File: src/rtl/regfile_access_arbiter.sv
// Shares the register file's single read and write ports between NUM_REQ round-robin
// readers and one writeback writer; writes win, one read outstanding, read timeout.
module regfile_access_arbiter #(
  parameter int NUM_REQ = 2,
  parameter int ADDR_W  = 5,
  parameter int DATA_W  = 32,
  parameter int TIMEOUT = 15
) (
  input  logic                      clk,
  input  logic                      reset,
  input  logic [NUM_REQ-1:0]        rd_valid,
  input  logic [NUM_REQ*ADDR_W-1:0] rd_addr,
  output logic [NUM_REQ-1:0]        rd_ready,
  output logic [NUM_REQ-1:0]        rsp_valid,
  output logic [DATA_W-1:0]         rsp_data,
  output logic                      rsp_err,
  input  logic                      wr_valid,
  input  logic [ADDR_W-1:0]         wr_addr,
  input  logic [DATA_W-1:0]         wr_data,
  output logic                      wr_ready,
  output logic                      rf_write_enable,
  output logic [ADDR_W-1:0]         rf_write_address,
  output logic [DATA_W-1:0]         rf_write_data,
  output logic                      rf_read_enable,
  output logic [ADDR_W-1:0]         rf_read_address,
  input  logic [DATA_W-1:0]         rf_read_data,
  input  logic                      rf_read_data_valid,
  output logic                      stray_resp
);

  localparam int PTR_W = (NUM_REQ > 1) ? $clog2(NUM_REQ) : 1;
  localparam int TMR_W = (TIMEOUT > 0) ? $clog2(TIMEOUT + 1) : 1;

  typedef enum logic [1:0] {S_IDLE, S_WR, S_RD, S_WAIT} state_t;

  state_t             r_state;
  logic [PTR_W-1:0]   r_rr_ptr;
  logic [PTR_W-1:0]   r_owner;
  logic [TMR_W-1:0]   r_timer;
  logic               r_rf_write_enable;
  logic [ADDR_W-1:0]  r_rf_write_address;
  logic [DATA_W-1:0]  r_rf_write_data;
  logic               r_rf_read_enable;
  logic [ADDR_W-1:0]  r_rf_read_address;
  logic [NUM_REQ-1:0] r_rsp_valid;
  logic [DATA_W-1:0]  r_rsp_data;
  logic               r_rsp_err;
  logic               r_stray_resp;

  logic               w_idle;
  logic               w_rd_go;
  logic [PTR_W-1:0]   w_grant;
  logic [ADDR_W-1:0]  w_grant_addr;
  logic [NUM_REQ-1:0] w_owner_onehot;

  function automatic logic [PTR_W-1:0] rr_index(input logic [PTR_W-1:0] base, input int k);
    int s;
    s = int'(base) + k;
    if (s >= NUM_REQ) s = s - NUM_REQ;
    return PTR_W'(s);
  endfunction

  // Descending scan so the requester closest to r_rr_ptr is the last to overwrite.
  always_comb begin
    w_grant = r_rr_ptr;
    for (int k = NUM_REQ - 1; k >= 0; k--) begin
      if (rd_valid[rr_index(r_rr_ptr, k)]) w_grant = rr_index(r_rr_ptr, k);
    end
  end

  assign w_idle       = (r_state == S_IDLE);
  assign wr_ready     = w_idle & wr_valid;
  assign w_rd_go      = w_idle & ~wr_valid & (|rd_valid);
  assign w_grant_addr = rd_addr[int'(w_grant)*ADDR_W +: ADDR_W];

  generate
    for (genvar gi = 0; gi < NUM_REQ; gi++) begin : g_req
      assign rd_ready[gi]       = w_rd_go && (w_grant == PTR_W'(gi));
      assign w_owner_onehot[gi] = (r_owner == PTR_W'(gi));
    end
  endgenerate

  always_ff @(posedge clk) begin
    if (reset) begin
      r_state            <= S_IDLE;
      r_rr_ptr           <= '0;
      r_owner            <= '0;
      r_timer            <= '0;
      r_rf_write_enable  <= 1'b0;
      r_rf_write_address <= '0;
      r_rf_write_data    <= '0;
      r_rf_read_enable   <= 1'b0;
      r_rf_read_address  <= '0;
      r_rsp_valid        <= '0;
      r_rsp_data         <= '0;
      r_rsp_err          <= 1'b0;
      r_stray_resp       <= 1'b0;
    end else begin
      r_rf_write_enable <= 1'b0;
      r_rf_read_enable  <= 1'b0;
      r_rsp_valid       <= '0;
      r_rsp_err         <= 1'b0;
      r_stray_resp      <= 1'b0;
      case (r_state)
        S_IDLE: begin
          r_stray_resp <= rf_read_data_valid;
          if (wr_valid) begin
            r_rf_write_enable  <= 1'b1;
            r_rf_write_address <= wr_addr;
            r_rf_write_data    <= wr_data;
            r_state            <= S_WR;
          end else if (w_rd_go) begin
            r_rf_read_enable  <= 1'b1;
            r_rf_read_address <= w_grant_addr;
            r_owner           <= w_grant;
            r_rr_ptr          <= rr_index(w_grant, 1);
            r_timer           <= '0;
            r_state           <= S_RD;
          end
        end
        S_WR: begin
          r_stray_resp <= rf_read_data_valid;
          r_state      <= S_IDLE;
        end
        S_RD, S_WAIT: begin
          if (rf_read_data_valid) begin
            r_rsp_valid <= w_owner_onehot;
            r_rsp_data  <= rf_read_data;
            r_state     <= S_IDLE;
          end else if (r_state == S_WAIT && r_timer == TMR_W'(TIMEOUT)) begin
            // Cycles T..T+TIMEOUT have all passed without data: report an error.
            r_rsp_valid <= w_owner_onehot;
            r_rsp_data  <= '0;
            r_rsp_err   <= 1'b1;
            r_state     <= S_IDLE;
          end else begin
            r_timer <= r_timer + TMR_W'(1);
            r_state <= S_WAIT;
          end
        end
        default: r_state <= S_IDLE;
      endcase
    end
  end

  assign rf_write_enable  = r_rf_write_enable;
  assign rf_write_address = r_rf_write_address;
  assign rf_write_data    = r_rf_write_data;
  assign rf_read_enable   = r_rf_read_enable;
  assign rf_read_address  = r_rf_read_address;
  assign rsp_valid        = r_rsp_valid;
  assign rsp_data         = r_rsp_data;
  assign rsp_err          = r_rsp_err;
  assign stray_resp       = r_stray_resp;

endmodule

File: config.mk
export PLATFORM = sky130hd
export DESIGN_NAME = regfile_access_arbiter
export DESIGN_NICKNAME = d
export VERILOG_FILES = /design/src/rtl/regfile_access_arbiter.sv
export SDC_FILE = /design/constraint.sdc
export NUM_CORES = 1
export LEC_CHECK = 0
export ABC_AREA = 1
export CORE_MARGIN = 2
export CORE_UTILIZATION = 40
export DETAILED_ROUTE_END_ITERATION = 16
export HOLD_SLACK_MARGIN = 0.03
export MAX_ROUTING_LAYER = met4
export PLACE_DENSITY = 0.8
export SETUP_SLACK_MARGIN = 0.15
export SLEW_MARGIN = 20
export SYNTH_ARGS = -nofsm -noshare
export SYNTH_HDL_FRONTEND = slang
export SYNTH_SLANG_ARGS = --single-unit
File: constraint.sdc
create_clock -name clk -period 1.65 [get_ports clk]
set_input_delay 0.33 -clock clk [delete_from_list [all_inputs] [get_ports clk]]
set_output_delay 0.33 -clock clk [all_outputs]
set_load 0.01 [all_outputs]
==> results of run 1 <==
kinds of logic (layout without fill, tap and decap cells):
| logic type | after synthesis | count (layout) |
|---|---|---|
| and+or+nand+nor | 209 | 209 |
| DFF | 88 | 88 |
| AOI/OAI and AO/OA | 79 | 79 |
| adders and majority gates | 1 | 1 |
| buffers and inverters | 49 | 224 |
cell usage in the layout, fill, tap and decap left out:
master,netlist,final
a21oi_2,0,2
nand4_1,1,1
dlygate4sd2_1,0,83
nand2_2,14,16
dfxtp_2,0,2
dfxtp_1,88,86
nand3_2,1,1
nand3_1,18,18
clkinv_1,1,1
and2_4,0,1
ha_1,1,1
buf_12,1,3
clkbuf_1,10,2
nor2_1,84,84
a21boi_2,0,1
inv_1,24,23
o21ai_0,39,39
nor2_4,1,2
nand2_1,83,81
buf_2,5,1
bufinv_16,0,2
nand2_4,3,3
nor3_1,2,2
clkinv_4,0,2
clkdlybuf4s50_1,0,81
buf_6,5,2
clkbuf_16,0,1
a211oi_1,2,2
a21oi_1,37,35
inv_2,0,1
buf_4,1,12
clkbuf_8,0,10
per-stage QoR:
step | total power, uW | std cells | hold WS (ns)
floorplan | 2830 | 426 | 0.391
global placement | 3370 | 688 | 0.398
detailed placement | 3400 | 688 | 0.406
CTS | 4940 | 705 | 0.417
global route | 5140 | 706 | 0.436
finish | 4890 | 706 | 0.416
area by class of cell:
class | instances | area [um2] | share of cell area [%]
repair buffers | 183 | 1740 | 33.0
clock inverters | 4 | 77.6 | 1.47
flip-flops and latches | 88 | 1760 | 33.4
inverters | 25 | 93.8 | 1.78
clock buffers | 12 | 145 | 2.75
multi-input cells | 289 | 1330 | 25.1
well taps | 105 | 131 | 2.49
power by group through the flow:
stage | registers, uW | logic [uW] | clock network [uW]
3_3_place_gp | 2390 | 982 | 0
3_5_place_dp | 2400 | 1000 | 0
5_1_grt | 2370 | 1020 | 1760
6_report | 2350 | 922 | 1620
4_1_cts | 2350 | 915 | 1680
2_1_floorplan | 2460 | 376 | 0
worst register-to-register path, stage by stage, from the launching register on:
cell,delay [ns]
dfxtp_2,0.36
buf_4,0.19
nand2_2,0.08
nor2_4,0.10
nand2_4,0.09
nand2_4,0.08
nand2_4,0.08
clkbuf_16,0.18
nand2_2,0.06
a21oi_1,0.05
final timing paths:
path	from	cells after the start	to	slack, ns
worst max-delay path	r_state[1]	6	rd_ready[1]	0.14
worst min register to register	r_owner	1	rsp_valid[0]	0.42
worst max register to register	r_state[1]	9	rsp_data[31]	0.27
worst min-delay path	r_owner	1	rsp_valid[0]	0.42
per-layer routing:
layer / vias up / part of all wire (%) / global-route usage, %
met1: 1437 / 43 / 22.0
li1: 1683 / - / -
met5: - / 0 / -
met3: 13 / 8.6 / 6.32
met2: 127 / 47 / 32.0
met4: 0 / 1.4 / 8.70
state kept, by name (all words and copies together) (netlist names):
| register | flops |
|---|---|
| rf_write_address | 5 |
| rf_write_enable | 1 |
| rf_read_enable | 1 |
| rf_read_address | 5 |
| rsp_valid | 2 |
| r_state | 2 |
| rf_write_data | 32 |
| r_timer | 4 |
| rsp_data | 32 |
| stray_resp | 1 |
| rsp_err | 1 |
| r_rr_ptr | 1 |
| r_owner | 1 |
repair_timing:
action | 4_1_cts | 5_1_grt
endpoints found under the setup margin | 83 | 17
setup buffers | 1 | 0
resized for setup | 102 | 7
pin swaps | 2 | 2
gates cloned | 0 | 1
==> impl_metrics.csv, run 1 <==
group,metric,value,unit
outcome,status,"complete, no violations",
worst_setup_path,worst_setup_path_end_kind,"output pin",
synthesis,ys_seq_area_share,53.1,%
synthesis,synth-edff-count,0,
timing,fin_crit_sh,91.6,%
synthesis,synth_top_family_by_area,"simple AND/OR/NAND/NOR gates",
floorplan,io_pins,168,
worst_setup_path,path_class,"reg2out",
synthesis,syn_inst,426,
place,io_buffer_count,167,
timing,finalWorstSetupSlack,0.139,ns
synthesis,synthMuxAreaShare,0,%
detailed_routing,firstDrtPassIters,4,
grt,grt_pass1_vias,3133,
cells_and_area,final_core_util,64.9,%
detailed_routing,viasPerCell,4.62,
detailed_routing,drtIter0Drc,87,
synthesis,synth_common_cells,"dfxtp_1 (88), nor2_1 (84), nand2_1 (83), o21ai_0 (39), a21oi_1 (37)",
cells_and_area,drive_gt1_share,10.3,%
cells_and_area,num-fill-cells,722,
clock_network,cts_hold_buffers,0,
clock_network,clockBufferDepth,2,
synthesis,syn_area,3320,um2
clock_network,cts_tree,"yes",
floorplan,num_rows,33,
synthesis,synth_cell_types,25,
worst_hold_path,holdCritPathClass,"reg2reg",
synthesis,synth_fa_ha_area_share,0.377,%
detailed_routing,post_drt_wl_per_cell,12.3,um
clock_network,clk_latency,0.34,ns
timing,max_freq,662,MHz
floorplan,die_y,95.0,um
place,routabilityCongestion,0.800,
cells_and_area,final_nets,682,
grt,grt_start_max_net_pins,40,
timing,clock_skew,0.00853,ns
worst_setup_path,critPathMaxFanout,4,
floorplan,core_area,8130,um2
synthesis,async_flop_share,0,%
grt,grt_remaining_overflow,0,
power_and_ir_drop,p_per_area,927,nW/um2
clock_network,numCtsBuffers,9,
floorplan,dieArea,9030,um2
power_and_ir_drop,p_leak,0.00250,uW
synthesis,yosysWarnings,0,
synthesis,synth_top_area_share,53.1,%
power_and_ir_drop,switching_power,1250,uW
synthesis,syn_nets,512,
synthesis,synth_seq_cells,88,
timing,hold_violations,0,
timing,tightest_slew,0.404,ns
clock_network,cts_num_sinks,88,
synthesis,synth_xor_area_share,0,%
power_and_ir_drop,intPower,3650,uW
timing,slew-limit-headroom,73.1,%
timing,fin_setup_tns,0,ns
cells_and_area,n_antenna_cell,0,
worst_setup_path,required,1.32,ns
power_and_ir_drop,ir_drop,0.481,mV
power_and_ir_drop,seqPwrFrac,48.0,%
synthesis,yosysTopAreaCell,"dfxtp_1",
worst_setup_path,cp.arrival,1.18,ns
synthesis,yosysMostFrequentCell,"dfxtp_1",
clock_network,path_clk_slew,0.08,ns
worst_setup_path,crit_path_top_delay_cell,"dfxtp_2",
place,place_area,5100,um2
place,dp_worst_setup_slack,-0.458,ns
grt,grt_usage,19.6,%
synthesis,synth.top_cells.by_area,"dfxtp_1 (53%), nor2_1 (9.5%), nand2_1 (9.4%)",
synthesis,syn_area_per_cell,7.78,um2
timing,finalCriticalPeriod,1.51,ns
synthesis,synthSimpleGateAreaFrac,26.8,%
worst_setup_path,cp_cell_sequence,"nor2_4 -> nand2_2 -> inv_2 -> nand2_1 -> inv_1 -> buf_2",
timing,setup_viol,0,
power_and_ir_drop,combPwrFrac,18.8,%
job,cap_violations,0,
power_and_ir_drop,p_clk_share,33.2,%
power_and_ir_drop,switching_share,25.4,%
detailed_routing,drc,0,
clock_network,htreeDepth,3,
grt,antenna_found_initial,0,
cells_and_area,synthToLayoutAreaGrowth,59.2,%
floorplan,dieWidth,95.0,um
detailed_routing,drt-total-wl,8650,um
floorplan,initial_utilization,40.8,%
place,dp_hpwl,6210,um
detailed_routing,ant_nets,0,
synthesis,synth_compound_area_share,12.2,%
timing,grt_setup_unrepaired,"true",
clock_network,cts_root_buffer,"clkbuf_8",
worst_setup_path,cp_slowest_stage_delay,0.34,ns
worst_setup_path,path_buf_inv,3,
timing,slew_viol_final,0,
worst_setup_path,cp_top_family,"flip-flops",
detailed_routing,vias,3260,
grt,grt_pass1_wl,13700,um
worst_setup_path,start_kind,"register",
synthesis,synth_ff_type,"dfxtp_1",
cells_and_area,finalInstanceArea,5280,um2
Note: power is estimated with default switching activity, not from simulation.
==> run 2: changes to the inputs <==
- CELL_PAD_IN_SITES_DETAIL_PLACEMENT: unset -> 1
- CELL_PAD_IN_SITES_GLOBAL_PLACEMENT: unset -> 2
- CORE_UTILIZATION: 40 -> 21
- PLACE_DENSITY: 0.8 -> unset
- PLACE_DENSITY_LB_ADDON: unset -> 0.1
==> run 2 against run 1 <==
  * Core utilization fell by 29 points
  * Wire length rose by 25%
  * Clock-buffer cell count fell by 2
  * Cell count rose by 16%
  * Final area rose by 5.5%
  * Sequential share of layout area fell by 1.7 points
  * Clock power rose by 49%
  * Via count rose by 1.7%
  * Worst hold slack got worse by 0.0019 ns
  * Largest cell class unchanged
  * Largest power group is now the clock network
==> impl_metrics.csv, run 2 (synthesized netlist as in run 1, its figures left out) <==
group,metric,value,unit
floorplan,die_y,130,um
worst_setup_path,required,1.32,ns
worst_setup_path,critPathLaunch,"r_state[1]",
worst_setup_path,cp_slowest_stage_delay,0.33,ns
detailed_routing,viasPerCell,4.06,
clock_network,cts_num_sinks,88,
power_and_ir_drop,p_clk_share,42.2,%
detailed_routing,firstDrtPassIters,4,
timing,max_freq,669,MHz
detailed_routing,ant_nets,0,
timing,fin_crit_sh,90.7,%
cells_and_area,synthToLayoutAreaGrowth,67.9,%
worst_setup_path,timing.rr.start,"r_timer[0]",
power_and_ir_drop,ir_drop,0.663,mV
timing,hold_violations,0,
power_and_ir_drop,combPwrFrac,16.7,%
detailed_routing,drtIter0Drc,88,
power_and_ir_drop,p_leak,0.00257,uW
floorplan,io_pins,168,
power_and_ir_drop,switching_share,25.0,%
place,dp_hpwl,7750,um
detailed_routing,vias,3314,
floorplan,core_area,15300,um2
grt,grt_pass1_vias,3457,
floorplan,dieWidth,130,um
worst_setup_path,worst_setup_path_end_kind,"output pin",
grt,grt_pass1_wl,17000,um
clock_network,path_clk_slew,0.06,ns
cells_and_area,mostFrequentLayoutCell,"dfxtp_1",
outcome,status,"complete, no violations",
worst_setup_path,critPathMaxFanout,3,
detailed_routing,drc,0,
floorplan,initial_utilization,21.7,%
worst_setup_path,cp.arrival,1.17,ns
worst_hold_path,holdCritPathClass,"reg2reg",
floorplan,num_rows,45,
clock_network,clk_latency,0.34,ns
worst_setup_path,cp_cell_sequence,"nor2_4 -> nand2_2 -> inv_2 -> and2_4 -> buf_6",
timing,finalCriticalPeriod,1.50,ns
place,io_buffer_count,167,
cells_and_area,n_antenna_cell,0,
power_and_ir_drop,p_per_area,1030,nW/um2
cells_and_area,drive_gt1_share,11.7,%
clock_network,cts_hold_buffers,0,
power_and_ir_drop,switching_power,1430,uW
detailed_routing,post_drt_wl_per_cell,13.2,um
detailed_routing,drt-total-wl,10800,um
worst_setup_path,start_kind,"register",
grt,grt_usage,13.5,%
timing,grt_setup_unrepaired,"true",
timing,tightest_slew,0.430,ns
timing,fin_setup_tns,0,ns
clock_network,clockBufferDepth,2,
cells_and_area,final_cell_mix,"dfxtp_1 (85), nor2_1 (84), dlygate4sd2_1 (83)",
cells_and_area,final_nets,686,
job,cap_violations,0,
clock_network,cts_root_buffer,"clkbuf_16",
clock_network,cts_tree,"yes",
grt,grt_start_max_net_pins,40,
place,routabilityCongestion,0.745,
worst_setup_path,crit_path_top_delay_cell,"dfxtp_2",
worst_hold_path,min_from,"r_owner",
power_and_ir_drop,intPower,4290,uW
timing,clock_skew,0.00450,ns
floorplan,dieArea,16800,um2
clock_network,htreeDepth,3,
timing,hold_ws,0.414,ns
timing,slew-limit-headroom,71.3,%
timing,slew_viol_final,0,
grt,grt_remaining_overflow,0,
power_and_ir_drop,seqPwrFrac,41.1,%
timing,setup_viol,0,
clock_network,numCtsBuffers,9,
worst_setup_path,path_class,"reg2out",
grt,antenna_found_initial,0,
==> run 2: cell types whose count changed in the layout (fill, tap and decap cells not counted), sizes merged <==
cell      delta
bufinv       +1
clkinvlp     +1
inv          +1
buf          +5
clkinv       -1
clkbuf       -3
==> run 2: metrics by stage <==
stage	power, uW	utilization [%]	instances	area (um2)	worst slack (ns)
6_report	5720	36.4	816	5570	0.154
5_1_grt	6040	36.4	816	5570	0.0819
4_1_cts	5820	36.2	814	5540	0.0580
3_5_place_dp	3440	34.3	796	5250	-0.521
3_3_place_gp	3420	34.3	796	5250	-0.424
2_1_floorplan	2830	-	426	3320	0.347
==> run 2: area by class of cell <==
cell class	instances	area, um2
Fill cell	1865	9750
Sequential cell	88	1770
Timing Repair Buffer	187	1760
Multi-Input combinational cell	289	1330
Tap cell	211	264
Clock buffer	10	239
Clock inverter	6	115
Inverter	25	93.8
==> run 2: worst max-delay path: cells and delay by family (launching register included) <==
family	cells	cell delay, ns
and+or+nand+nor	3	0.32
DFF	1	0.33
buffers and inverters	2	0.16
==> run 2: per-layer routing <==
layer  share of wire, %  wire, um  GRT usage [%]  up-vias
li1                   -         -              -     1693
met1                 47      5060           16.0     1513
met2                 46      4970           21.7       99
met3                5.9       641           4.58        9
met4                1.2       127           3.98        0
met5                  0         0              -        -
==> run 2: path summary, 6_finish.rpt <==
kind / end / slack [ns] / cells after the start
setup reg to reg: rsp_data[24] / 0.27 / 9
hold / removal: rsp_valid[0] / 0.41 / 1
setup / recovery: rd_ready[0] / 0.15 / 5
hold reg to reg: rsp_valid[0] / 0.41 / 1
==> run 2: timing repair <==
item,4_1_cts,5_1_grt
buffers inserted,2,2
pin swaps,2,3
setup endpoints to repair,83,8
gates resized for setup,108,5
endpoints found under the hold margin,0,0
==> run 2: power by group through the flow <==
stage | registers [uW] | clock network (uW) | logic, uW
3_5_place_dp | 2400 | 0 | 1040
5_1_grt | 2370 | 2600 | 1060
2_1_floorplan | 2460 | 0 | 376
4_1_cts | 2350 | 2500 | 966
6_report | 2350 | 2410 | 954
3_3_place_gp | 2400 | 0 | 1020
==> run 3: changes to the inputs <==
- CORE_MARGIN: 2 -> unset
==> run 3 against run 2 <==
  * Via count rose by 2.9%
  * Final area grew 1.1%
  * Wire length rose by 2.8%
  * Register-to-register slack lost 0.11 ns
==> impl_metrics.csv, run 3 (synthesized netlist as in run 1, its figures left out) <==
group,metric,value,unit
outcome,status,"complete, no violations",
worst_setup_path,required,1.32,ns
place,dpl.cell_count,796,
cells_and_area,synthToLayoutAreaGrowth,69.8,%
floorplan,die_y,128,um
clock_network,clockBufferDepth,2,
cells_and_area,n_antenna_cell,0,
grt,grt_start_max_net_pins,40,
worst_setup_path,worst_setup_path_end_kind,"output pin",
timing,fin_setup_tns,0,ns
grt,grt_remaining_overflow,0,
cells_and_area,num-fill-cells,1867,
timing,fin_crit_sh,92.6,%
worst_setup_path,critPathMaxFanout,3,
clock_network,cts_root_buffer,"clkbuf_16",
clock_network,clk_latency,0.34,ns
detailed_routing,viasPerCell,4.15,
detailed_routing,drc,0,
floorplan,io_pins,168,
detailed_routing,firstDrtPassIters,4,
cells_and_area,multi_input_area,1370,um2
floorplan,initial_utilization,21.7,%
clock_network,numCtsBuffers,9,
timing,setup_viol,0,
cells_and_area,final-seq-area,1770,um2
timing,grt_setup_unrepaired,"true",
job,cap_violations,0,
power_and_ir_drop,p_leak,0.00259,uW
worst_setup_path,start_kind,"register",
cells_and_area,final_cell_mix,"nor2_1 (84), dfxtp_1 (84), dlygate4sd2_1 (83)",
timing,slew_viol_final,0,
place,io_buffer_count,167,
timing,clock_skew,0.0107,ns
cells_and_area,fin_cells,822,
detailed_routing,ant_nets,0,
timing,max_freq,655,MHz
worst_hold_path,holdCritPathClass,"reg2reg",
floorplan,dieArea,16300,um2
floorplan,num_rows,45,
power_and_ir_drop,p_per_area,954,nW/um2
clock_network,cts_hold_buffers,0,
floorplan,dieWidth,128,um
detailed_routing,post_drt_wl_per_cell,13.5,um
power_and_ir_drop,ir_drop,0.468,mV
detailed_routing,drt-total-wl,11100,um
detailed_routing,drtIter0Drc,121,
place,routabilityCongestion,0.706,
grt,grt_pass1_vias,3570,
timing,slew-limit-headroom,71.5,%
timing,finalCriticalPeriod,1.53,ns
worst_setup_path,cp.arrival,1.20,ns
worst_setup_path,path_class,"reg2out",
grt,grt_usage,14.3,%
clock_network,htreeDepth,3,
grt,antenna_found_initial,0,
detailed_routing,vias,3409,
cells_and_area,drive_gt1_share,13.4,%
timing,tightest_slew,0.428,ns
clock_network,cts_num_sinks,88,
clock_network,path_clk_slew,0.06,ns
clock_network,cts_tree,"yes",
cells_and_area,final_nets,693,
floorplan,core_area,15300,um2
cells_and_area,final_core_util,36.8,%
grt,grt_pass1_wl,17600,um
timing,hold_violations,0,
place,dp_hpwl,7760,um
run 3: changes by cell type in the layout (fill, tap and decap cells not counted), moves of 2 or more:
cell / change
buf_6: +4
nand2_1: -4
bufinv_16: -3
clkbuf_8: +3
buf_4: +2
nand2_2: +2
run 3: power breakdown:
part           internal (uW)  leakage [uW]  switching (uW)  total, uW
logic                    519       0.00173             495       1010
clock network           1180      0.000145             826       2010
registers               2280      0.000723            72.7       2350
run 3: layout make-up:
class	count	share of cell area [%]
repair buffers	194	32.7
flip-flops and latches	88	31.4
multi-input cells	289	24.3
clock buffers	14	5.04
well taps	211	4.69
inverters	25	1.67
clock inverters	1	0.156
run 3: metal layers:
layer | wire length (um) | vias up | share of wire, % | track usage, %
met4 | 165 | 0 | 1.5 | 4.57
met1 | 4940 | 1585 | 45 | 16.0
met3 | 557 | 11 | 5.0 | 3.92
met5 | 0 | - | 0 | -
met2 | 5440 | 103 | 49 | 24.6
li1 | - | 1710 | - | -
run 3: final timing paths:
kind                            slack [ns]       start           end  cells past startpoint
worst max register to register        0.16  r_state[1]    r_timer[2]                     12
worst max-delay path                  0.12  r_state[1]   rd_ready[0]                      5
worst min register to register        0.42     r_owner  rsp_valid[0]                      1
worst min-delay path                  0.42     r_owner  rsp_valid[0]                      1
run 3: stage by stage:
| step | hold slack (ns) | cell area [um2] | worst slack, ns | power [uW] |
|---|---|---|---|---|
| global placement | 0.404 | 5250 | -0.412 | 3420 |
| global route | 0.450 | 5630 | 0.0654 | 5690 |
| detailed placement | 0.410 | 5250 | -0.602 | 3440 |
| floorplan | 0.391 | 3320 | 0.347 | 2830 |
| CTS | 0.419 | 5510 | 0.0503 | 5440 |
| finish | 0.423 | 5630 | 0.122 | 5380 |
run 3: timing repair:
action,4_1_cts,5_1_grt
setup buffers,7,3
gates cloned,0,1
pin swaps,2,6
setup endpoints to repair,83,33
resized for setup,106,21
run 3: critical path: stages (launching register included):
cell and delay [ns]:
dfxtp_2 0.33, nor2_4 0.12, nand2_2 0.08, inv_2 0.08, and2_4 0.15, buf_6 0.09
